<file path="config.mk">
export PLATFORM = sky130hd
export DESIGN_NAME = alu_issue_queue
export DESIGN_NICKNAME = d
export VERILOG_FILES = /design/src/rtl/alu_pkg.sv /design/src/rtl/alu_sync_fifo.sv /design/src/rtl/alu_issue_queue.sv
export SDC_FILE = /design/constraint.sdc
export NUM_CORES = 1
export LEC_CHECK = 0
export ABC_AREA = 0
export CORE_MARGIN = 1
export CORE_UTILIZATION = 30
export DETAILED_ROUTE_END_ITERATION = 16
export GPL_TIMING_DRIVEN = 1
export PLACE_DENSITY = 0.48
export SLEW_MARGIN = 0
export SYNTH_ARGS = -nofsm -noshare
export SYNTH_HDL_FRONTEND = slang
export SYNTH_SLANG_ARGS = --single-unit
</file>
<file path="constraint.sdc">
create_clock -name clk -period 13 [get_ports clk]
set_input_delay 3.9 -clock clk [delete_from_list [all_inputs] [get_ports clk]]
set_output_delay 3.9 -clock clk [all_outputs]
set_load 0.05 [all_outputs]
</file>
<file path="src/rtl/alu_pkg.sv">
// Shared constants for the 16-bit pipelined ALU and its command-issue front end.
package alu_pkg;

  localparam int DATA_W = 16;

  localparam logic [3:0] OP_ADD    = 4'd0;
  localparam logic [3:0] OP_SUB    = 4'd1;
  localparam logic [3:0] OP_AND    = 4'd2;
  localparam logic [3:0] OP_OR     = 4'd3;
  localparam logic [3:0] OP_XOR    = 4'd4;
  localparam logic [3:0] OP_NOT    = 4'd5;
  localparam logic [3:0] OP_LSHIFT = 4'd6;
  localparam logic [3:0] OP_RSHIFT = 4'd7;
  localparam logic [3:0] OP_CMP    = 4'd8;
  localparam logic [3:0] OP_LAST   = OP_CMP;

  localparam int FLAG_Z = 3;
  localparam int FLAG_C = 2;
  localparam int FLAG_V = 1;
  localparam int FLAG_N = 0;

  function automatic logic op_is_illegal(input logic [3:0] op);
    return op > OP_LAST;
  endfunction

endpackage

</file>
<file path="src/rtl/alu_sync_fifo.sv">
// Single-clock FIFO with registered storage; the head word is driven straight from storage.
module alu_sync_fifo #(
  parameter int WIDTH = 8,
  parameter int DEPTH = 4
) (
  input  logic                     clk,
  input  logic                     rst_n,
  input  logic                     wr_en,
  input  logic [WIDTH-1:0]         wr_data,
  input  logic                     rd_en,
  output logic [WIDTH-1:0]         rd_data,
  output logic                     full,
  output logic                     empty,
  output logic [$clog2(DEPTH):0]   count
);

  localparam int AW = $clog2(DEPTH);

  logic [WIDTH-1:0] mem [DEPTH];
  logic [AW:0]      wr_ptr;
  logic [AW:0]      rd_ptr;
  logic             do_wr;
  logic             do_rd;

  assign do_wr = wr_en & ~full;
  assign do_rd = rd_en & ~empty;

  // Pointers carry one extra wrap bit so full and empty stay distinguishable.
  always_ff @(posedge clk or negedge rst_n) begin
    if (!rst_n) begin
      wr_ptr <= '0;
      rd_ptr <= '0;
    end else begin
      if (do_wr) wr_ptr <= wr_ptr + (AW+1)'(1);
      if (do_rd) rd_ptr <= rd_ptr + (AW+1)'(1);
    end
  end

  always_ff @(posedge clk) begin
    if (do_wr) mem[wr_ptr[AW-1:0]] <= wr_data;
  end

  assign count   = wr_ptr - rd_ptr;
  assign empty   = (count == '0);
  assign full    = (count == (AW+1)'(DEPTH));
  assign rd_data = empty ? '0 : mem[rd_ptr[AW-1:0]];

endmodule

</file>
<file path="src/rtl/alu_issue_queue.sv">
// Buffered issue front end for the fixed-latency 16-bit ALU: command queue, credit-gated issue,
// latency tracking pipe and a result buffer that lets the consumer stall without losing results.
module alu_issue_queue
  import alu_pkg::*;
#(
  parameter int IN_DEPTH    = 4,
  parameter int OUT_DEPTH   = 4,
  parameter int ALU_LATENCY = 2,
  parameter int TAG_W       = 4
) (
  input  logic              clk,
  input  logic              rst_n,
  input  logic              in_valid,
  output logic              in_ready,
  input  logic [3:0]        in_opcode,
  input  logic [DATA_W-1:0] in_a,
  input  logic [DATA_W-1:0] in_b,
  input  logic [TAG_W-1:0]  in_tag,
  output logic [DATA_W-1:0] alu_a,
  output logic [DATA_W-1:0] alu_b,
  output logic [3:0]        alu_opcode,
  input  logic [DATA_W-1:0] alu_result,
  input  logic [3:0]        alu_flags,
  output logic              out_valid,
  input  logic              out_ready,
  output logic [DATA_W-1:0] out_result,
  output logic [3:0]        out_flags,
  output logic [TAG_W-1:0]  out_tag,
  output logic              out_illegal
);

  localparam int IN_W  = 4 + 2*DATA_W + TAG_W;
  localparam int OUT_W = DATA_W + 4 + TAG_W + 1;
  localparam int CRD_W = $clog2(OUT_DEPTH + 1);

  function automatic logic [DATA_W-1:0] squash_data(input logic ill, input logic [DATA_W-1:0] d);
    return ill ? '0 : d;
  endfunction

  function automatic logic [3:0] squash_flags(input logic ill, input logic [3:0] f);
    return ill ? 4'h0 : f;
  endfunction

  logic [IN_W-1:0]            in_rd_data;
  logic                       in_full;
  logic                       in_empty;
  logic [$clog2(IN_DEPTH):0]  in_count;
  logic [3:0]                 hd_op;
  logic [DATA_W-1:0]          hd_a;
  logic [DATA_W-1:0]          hd_b;
  logic [TAG_W-1:0]           hd_tag;
  logic                       hd_ill;
  logic                       issue;

  logic [ALU_LATENCY-1:0]     vld_p;
  logic [ALU_LATENCY-1:0]     ill_p;
  logic [TAG_W-1:0]           tag_p [ALU_LATENCY];

  logic [CRD_W-1:0]           credit;
  logic [OUT_W-1:0]           out_wr_data;
  logic [OUT_W-1:0]           out_rd_data;
  logic                       out_full;
  logic                       out_empty;
  logic [$clog2(OUT_DEPTH):0] out_count;
  logic                       out_pop;
  logic                       unused_fifo_status;

  assign in_ready = rst_n & ~in_full;

  alu_sync_fifo #(.WIDTH(IN_W), .DEPTH(IN_DEPTH)) u_in_fifo (
    .clk     (clk),
    .rst_n   (rst_n),
    .wr_en   (in_valid & in_ready),
    .wr_data ({in_opcode, in_a, in_b, in_tag}),
    .rd_en   (issue),
    .rd_data (in_rd_data),
    .full    (in_full),
    .empty   (in_empty),
    .count   (in_count)
  );

  assign {hd_op, hd_a, hd_b, hd_tag} = in_rd_data;
  assign hd_ill  = op_is_illegal(hd_op);
  assign issue   = ~in_empty & (credit != '0);
  assign out_pop = out_valid & out_ready;

  // Issue stage: bubbles and illegal ops both present ADD 0,0 to the ALU.
  always_ff @(posedge clk or negedge rst_n) begin
    if (!rst_n) begin
      alu_opcode <= OP_ADD;
      alu_a      <= '0;
      alu_b      <= '0;
    end else if (issue && !hd_ill) begin
      alu_opcode <= hd_op;
      alu_a      <= hd_a;
      alu_b      <= hd_b;
    end else begin
      alu_opcode <= OP_ADD;
      alu_a      <= '0;
      alu_b      <= '0;
    end
  end

  // Tracking pipe: stage i holds the op issued i+1 edges ago, aligned with the ALU's own pipeline.
  always_ff @(posedge clk or negedge rst_n) begin
    if (!rst_n) begin
      vld_p <= '0;
    end else begin
      for (int i = ALU_LATENCY-1; i > 0; i--) vld_p[i] <= vld_p[i-1];
      vld_p[0] <= issue;
    end
  end

  always_ff @(posedge clk) begin
    for (int i = ALU_LATENCY-1; i > 0; i--) begin
      tag_p[i] <= tag_p[i-1];
      ill_p[i] <= ill_p[i-1];
    end
    tag_p[0] <= hd_tag;
    ill_p[0] <= hd_ill;
  end

  // Credit covers in-flight plus buffered ops, so the result buffer can never overflow.
  always_ff @(posedge clk or negedge rst_n) begin
    if (!rst_n) begin
      credit <= CRD_W'(OUT_DEPTH);
    end else if (issue && !out_pop) begin
      credit <= credit - CRD_W'(1);
    end else if (!issue && out_pop) begin
      credit <= credit + CRD_W'(1);
    end
  end

  // Capture stage: tail of the tracking pipe meets the ALU result.
  assign out_wr_data = {squash_data(ill_p[ALU_LATENCY-1], alu_result),
                        squash_flags(ill_p[ALU_LATENCY-1], alu_flags),
                        tag_p[ALU_LATENCY-1],
                        ill_p[ALU_LATENCY-1]};

  alu_sync_fifo #(.WIDTH(OUT_W), .DEPTH(OUT_DEPTH)) u_out_fifo (
    .clk     (clk),
    .rst_n   (rst_n),
    .wr_en   (vld_p[ALU_LATENCY-1]),
    .wr_data (out_wr_data),
    .rd_en   (out_ready),
    .rd_data (out_rd_data),
    .full    (out_full),
    .empty   (out_empty),
    .count   (out_count)
  );

  assign out_valid = ~out_empty;
  assign {out_result, out_flags, out_tag, out_illegal} = out_rd_data;

  assign unused_fifo_status = ^{in_count, out_count, out_full};

endmodule

</file>
Word level (Yosys, flattened, before mapping). Memory sizes are Yosys's and may differ from the RTL's. Cells that the tools add are included.

Bits in registers: 55. Bits in writable memories: 268. Bits of input ports: 64. Output and inout port bits: 63. Logic and storage cells: 58. Memories kept: 3.

Memory list: u_in_fifo.mem (depth 4, width 40, rd ports 1, clocked after Yosys merged registers in 0, wr ports 1, line alu_sync_fifo.sv:19) `logic [WIDTH-1:0] mem [DEPTH];`; u_out_fifo.mem (depth 4, width 25, rd ports 1, clocked after Yosys merged registers in 0, wr ports 1, line alu_sync_fifo.sv:19); tag_p (depth 2, width 4, rd ports 2, clocked after Yosys merged registers in 0, wr ports 2, line alu_issue_queue.sv:57) `logic [TAG_W-1:0] tag_p [ALU_LATENCY];`.

Add/sub/neg operators: 8. $lt $le $gt $ge: 1. Equality and inequality tests: 2. Multiplexer cells: 13. Bitwise gates (word level): 11. Reduce and logical (&&, ||, !) cells: 10.

Operator list (count): two-way mux 16 bit (3); two-way mux 40 bit (1); two-way mux 25 bit (1); adder 3 x 1 -> 3 bit (second input constant) (5); two-way mux 4 bit (2); AND 1 bit (7); equality test 3 bit (second input constant) (2); logical NOT 3 bit (2); two-way mux 3 bit (2); subtractor 3 bit (2); > comparator 4 bit (second input constant) (1); two-way mux 1 bit (4); inverter 1 bit (4); logical AND 1 bit (3); logical NOT 1 bit (3); nonzero test 3 bit (1); subtractor 3 x 1 -> 3 bit (second input constant) (1); nonzero test 2 bit (1).

Logic depth before layout (Yosys ltp). Gate-level depths: netlist (run 1).

Word-level depth: 8. Gate-level depth with buffers: 15. Depth with buffers taken out: 12.

Hierarchy. Synthesis (run 1) repeated with hierarchy kept, for this count alone.

Cell total of the unflattened synthesis: 627. Area total of the unflattened synthesis: 12453.2 µm².

By module, submodules not included: alu_sync_fifo (u_in_fifo) (instances 1, cells an instance 297, area each 6470.0 µm²); alu_sync_fifo (u_out_fifo) (instances 1, cells an instance 201, area each 4221.5 µm²); alu_issue_queue (instances 1, cells an instance 129, area each 1761.7 µm²).

Worst setup path before layout (run 1). OpenSTA, ideal clock, no wires.

Path kind: input -> output. From: input port rst_n. To: output port in_ready. Data arrival time: 5.039 ns. Slack: 4.061 ns. Stages: 1. Path buffers: 0. Cell sequence: a21boi_0.

Longest elaborated chain between the ends: 1.

RTL lines: start, declared (line alu_issue_queue.sv:12) `input logic rst_n,`; AND 1 bit (line alu_issue_queue.sv:68) `assign in_ready = rst_n & ~in_full;`; end, declared (line alu_issue_queue.sv:14) `output logic in_ready,`.

Every way passes these cells.

Final worst setup path (run 1). Same ends and word-level chain as after synthesis.

==> impl_metrics.json, run 1 <==
{
  "status": "finished, final reports clean",
  "final-setup-viol-count": 0,
  "critPathCaptureType": "primary output",
  "clkSinkCount": 323,
  "synth-seq-cells": 323,
  "dieArea_um2": 41120,
  "place_congestion": 0.6923,
  "ys_seq_area_share_pct": 77.20,
  "hold_class": "register to register",
  "rows": 73,
  "synthCells": 576,
  "grt_pass1_vias": 6499,
  "first_pass_iters": 4,
  "drt-total-wl_mm": 24.11,
  "cts_hold_buf": 0,
  "leakage_nw": 5.198,
  "grt.overflow.total": 0,
  "vias": 5647,
  "hpwl_mm": 13.61,
  "finalHoldViolCount": 0,
  "track_usage_pct": 12.10,
  "mostFrequentLayoutCell": "edfxtp_1",
  "antenna_found_initial": 2,
  "drt_iter0_drc": 210,
  "critPathKind": "primary input to primary output",
  "die_x_um": 202.8,
  "finClkSkew_ns": 0.02345,
  "fmax_mhz": 104.3,
  "htree_num_levels": 2,
  "worst_slew_pin_slew_ns": 1.067,
  "rr_startpoint": "u_in_fifo.rd_ptr[0]",
  "grt_max_degree": 57,
  "layout_common_cells": "edfxtp_1 (260), clkdlybuf4s50_1 (125), mux4_2 (65), nor2b_1 (51), dfrtp_1 (49)",
  "timing.final.crit_share_pct": 73.76,
  "cts_tree": "yes",
  "cts_resized": 0,
  "start_kind": "primary input",
  "die_y_um": 202.8,
  "syn_avg_cell_area_um2": 20.99,
  "final_antenna_net_count": 0,
  "startpoint": "rst_n",
  "period_needed_ns": 9.589,
  "power_density_nw_per_um2": 283.3,
  "clk_latency_ns": 0.52,
  "tns_ns": 0,
  "irDropWorstVdd_uv": 124.6,
  "ys_warn_count": 0,
  "diodes": 0,
  "slew_headroom_pct": 28.74,
  "avgRoutedWirePerCell_um": 18.78,
  "drc": 0,
  "synth_area_um2": 12090,
  "cp_data_arrival_time_ns": 5.69,
  "hold_ws_ns": 0.3266,
  "worstPathMaxFanout": 56,
  "maxCapViolCount": 0,
  "area_growth_syn_to_layout_pct": 25.32,
  "nets": 810,
  "clk_pin_slew_worst_paths_ns": 0.06,
  "portBuffers": 126,
  "cts_buffers": 37,
  "synth_cell_types": 32,
  "holdCritStartpoint": "tag_p[0][2]",
  "grt_pass1_wl_mm": 37.44,
  "rsz0062_at_grt": "false",
  "ios": 127,
  "syn_nets": 656,
  "start_util_pct": 30.44,
  "clock-root-buffer": "clkbuf_16",
  "fillers": 3713,
  "drive_gt1_share_pct": 18.84,
  "clockBufferDepth": 3,
  "coreArea_um2": 39730,
  "post_cts_buffers": 0,
  "required_ns": 9.10,
  "slew_violations": 0,
  "via_per_inst": 4.398
}
==> logic make-up (layout without fill, tap and decap cells) <==
| kind of cell | count (synthesis) | after routing | share of synthesized area (%) |
|---|---|---|---|
| AOI/OAI and AO/OA | 11 | 11 | 0.7035 |
| DFF | 323 | 323 | 77.20 |
| adders and majority gates | 16 | 16 | 1.718 |
| and+or+nand+nor | 106 | 106 | 5.318 |
| muxes | 70 | 70 | 12.56 |
| xor gates and xnor gates | 15 | 15 | 1.086 |
| buffers and inverters | 35 | 218 | 1.417 |
==> area by class of cell <==
type                    count  area [µm²]  share of cell area (%)
inverters                  12       45.04                  0.2972
well taps                 525       656.9                   4.335
repair buffers            138        1346                   8.884
flip-flops and latches    323        9341                   61.64
clock buffers              52        1055                   6.960
multi-input cells         218        2608                   17.21
clock inverters            16       102.6                  0.6770
==> final timing paths <==
kind                                  endpoint  slack [ns]  depth (start not counted)
max                                   in_ready        3.41                          4
min                                tag_p[0][6]        0.33                          0
max reg2reg                          credit[2]        9.44                         11
min reg2reg                        tag_p[0][6]        0.33                          0
max in group asynchronous  u_in_fifo.rd_ptr[0]        8.80                          2
min in group asynchronous             alu_b[5]        3.56                          2
==> cell usage after synthesis (all sizes together) <==
cell	instances	area share, %
mux2	4	0.37
nand3	1	0.041
or3	1	0.052
nor2	4	0.12
a21boi	1	0.062
o211a	1	0.14
inv	12	0.37
fa	1	0.17
nor3	1	0.041
o31ai	1	0.10
o21ai	2	0.083
o211ai	2	0.12
mux4	65	12
xor2	4	0.29
nor3b	4	0.25
dfxtp	10	1.7
xnor2	11	0.80
a31oi	2	0.10
ha	15	1.6
a21oi	2	0.083
clkbuf	9	0.28
dfstp	1	0.22
nand2	5	0.16
edfxtp	260	65
nor2b	51	2.6
and2	39	2.0
buf	14	0.77
mux2i	1	0.083
dfrtp	52	11
==> state kept, by name, indices dropped and copies added, names as in the netlist <==
register,flops
u_out_fifo.wr_ptr,3
alu_opcode,4
alu_b,16
u_in_fifo.rd_ptr,3
u_in_fifo.mem,160
ill_p,2
credit,3
alu_a,16
u_in_fifo.wr_ptr,3
u_out_fifo.mem,100
u_out_fifo.rd_ptr,3
tag_p,8
vld_p,2
==> metal layers <==
metal,vias to the layer above,part of all wire (%),track usage (%)
met5,-,0.11,0
met4,4,2.6,4.055
met3,50,5.5,3.435
met2,136,50,20.68
met1,2915,42,14.67
li1,2542,-,-
==> power by group <==
part | internal, mW | total [mW] | switching [mW] | leakage [nW]
Sequential | 1.47 | 1.63 | 0.163 | 3.14
Clock | 0.585 | 0.974 | 0.388 | 0.569
Combinational | 0.667 | 1.69 | 1.02 | 1.49
Total | 2.72 | 4.29 | 1.57 | 5.20
==> worst max-delay path, stage by stage <==
cell and delay [ns]:
buf_2 0.07, buf_4 0.63, a21boi_0 0.24, clkdlybuf4s50_1 0.82
==> metrics by stage <==
step | instance area, µm² | util (%) | instances | setup WS (ns) | power (mW)
CTS | 15150 | 38.14 | 1284 | 3.329 | 4.384
detailed placement | 14000 | 35.23 | 1216 | 3.329 | 3.388
global route | 15150 | 38.14 | 1284 | 3.227 | 4.533
global placement | 14000 | 35.23 | 1216 | 3.342 | 3.344
finish | 15150 | 38.14 | 1284 | 3.411 | 4.294
floorplan | 12090 | - | 576 | 4.061 | 2.828
Power figures use the tool's default switching activity.
==> run 2, diff against run 1 <==
- PLACE_DENSITY: 0.48 -> 0.49
- clock period: 13 -> 8 ns (I/O delays scaled with it)
==> run 2 against run 1 <==
Net effect: sequential power up 63%; non-clock buffer count up 1; clock skew down 0.0018 ns; final area about the same; global-route usage about the same; register-to-register slack worse by 4.9 ns; flip-flop and latch count unchanged; setup slack worse by 1.4 ns; critical path depth up 3.
==> impl_metrics.json, run 2 (synthesis gave the netlist of run 1 again) <==
{
  "cp_common_cell": "nor2b_1",
  "crit_path_max_incr_delay_ns": 1.02,
  "place_congestion": 0.7037,
  "track_usage_pct": 12.14,
  "rows": 73,
  "grt.overflow.total": 0,
  "grt-busiest-layer": "met2",
  "p_int_mw": 4.433,
  "whs_path_depth": 0,
  "grtUsageMet2_pct": 20.22,
  "finalHoldViolCount": 0,
  "avgRoutedWirePerCell_um": 18.97,
  "leakage_nw": 5.204,
  "area_growth_syn_to_layout_pct": 25.38,
  "grt_use_met3_pct": 3.194,
  "clk_latency_ns": 0.53,
  "clk_pin_slew_worst_paths_ns": 0.06,
  "worst-path-buf-inv": 2,
  "dieArea_um2": 41120,
  "fin_ws_ns": 1.970,
  "p_clk_share_pct": 22.6,
  "netSwitchingFraction_pct": 36.82,
  "grt_pass1_vias": 6567,
  "grt_pass1_wl_mm": 37.68,
  "fmax_mhz": 165.8,
  "gr-usage-met1_pct": 15.26,
  "rr_startpoint": "u_in_fifo.rd_ptr[0]",
  "reg2reg_depth": 7,
  "tns_ns": 0,
  "slew_headroom_pct": 31.71,
  "start_kind": "register",
  "drt_iter0_drc": 233,
  "nets": 811,
  "start_util_pct": 30.44,
  "final_antenna_net_count": 0,
  "die_y_um": 202.8,
  "critPathCaptureType": "primary output",
  "irDropWorstVdd_uv": 176.5,
  "antenna_found_initial": 4,
  "die_x_um": 202.8,
  "slew_violations": 0,
  "via_per_inst": 4.482,
  "largest_reg_flops": 160,
  "power.share.combinational_pct": 39.6,
  "final_util_pct": 38.16,
  "worstReg2RegEnd": "u_in_fifo.mem[0][22]",
  "clkSinkCount": 323,
  "rsz0062_at_grt": "false",
  "coreArea_um2": 39730,
  "clockBufferDepth": 3,
  "holdCritStartpoint": "tag_p[0][0]",
  "required_ns": 5.60,
  "maxCapViolCount": 0,
  "portBuffers": 126,
  "critPathTopFamily": "buffers and inverters",
  "grt_max_degree": 56,
  "hold_ws_ns": 0.3249,
  "dp_slack_ns": 1.958,
  "final-setup-viol-count": 0,
  "worstPathMaxFanout": 28,
  "worst_slew_pin_slew_ns": 1.023,
  "hold_class": "register to register",
  "timing.final.crit_share_pct": 75.37,
  "cts_tree": "yes",
  "finClkSkew_ns": 0.02163,
  "hold_path_end": "tag_p[0][4]",
  "drc": 0,
  "cts_hold_buf": 0,
  "drive_gt1_share_pct": 19.39,
  "first_pass_iters": 5,
  "status": "finished, final reports clean",
  "pwr-share-seq_pct": 37.7,
  "post_cts_buffers": 0,
  "clock-root-buffer": "clkbuf_16",
  "drt-total-wl_mm": 24.38,
  "cts_buffers": 37,
  "cp_data_arrival_time_ns": 3.63,
  "period_needed_ns": 6.030,
  "ios": 127,
  "htree_num_levels": 2,
  "hpwl_mm": 13.91,
  "critPathKind": "register to primary output",
  "reg2reg_setup_slack_ns": 4.54,
  "vias": 5759,
  "path_cells": "ha_1, nor2b_1, xnor2_1, nor2_1, buf_4, nor2b_1, clkdlybuf4s50_1",
  "power_density_nw_per_um2": 462.7,
  "layout_common_cells": "edfxtp_1 (260), clkdlybuf4s50_1 (125), mux4_2 (65), nor2b_1 (51), dfrtp_1 (49)",
  "crit_path_top_delay_cell": "dfrtp_2",
  "netSwitchingPower_mw": 2.583,
  "cts_resized": 0,
  "mostFrequentLayoutCell": "edfxtp_1"
}
run 2: how the worst max path moves through the flow:
stage                    startpoint        endpoint  slack [ns]  depth (start not counted)
6_report       u_out_fifo.rd_ptr[0]  out_result[15]        1.97                          7
5_1_grt        u_out_fifo.rd_ptr[0]      out_tag[2]        1.71                          7
4_1_cts        u_out_fifo.rd_ptr[0]  out_result[15]        1.85                          7
3_5_place_dp                  rst_n        in_ready        1.96                          3
3_3_place_gp                  rst_n        in_ready        1.97                          3
2_1_floorplan                 rst_n        in_ready        2.06                          1
run 2: metrics by stage:
stage | total power [mW] | area [µm²] | instances
global route | 7.383 | 15160 | 1283
CTS | 7.158 | 15160 | 1283
floorplan | 4.595 | 12090 | 576
detailed placement | 5.524 | 14000 | 1217
global placement | 5.461 | 14000 | 1217
finish | 7.016 | 15160 | 1285
run 2: routing by layer:
metal | share of wire (%) | wire length (µm) | vias to the layer above
met5 | 0.11 | 27 | -
met4 | 2.6 | 636 | 4
met3 | 5.7 | 1387 | 51
met2 | 48 | 11820 | 157
met1 | 43 | 10500 | 2993
li1 | - | - | 2554
run 2: layout make-up:
class | count | area [µm²]
Tap cell | 525 | 656.9
Fill cell | 3655 | 24570
Sequential cell | 323 | 9341
Antenna cell | 2 | 5.005
Clock inverter | 14 | 100.1
Multi-Input combinational cell | 218 | 2608
Clock buffer | 52 | 1052
Inverter | 12 | 45.04
Timing Repair Buffer | 139 | 1354
run 2: power groups by stage:
stage	logic, mW	registers, mW	clock network [mW]
after floorplan	1.85	2.74	0
after global placement	2.79	2.67	0
after detailed placement	2.83	2.70	0
after CTS	2.84	2.67	1.65
after global routing	2.97	2.71	1.70
final	2.78	2.65	1.59
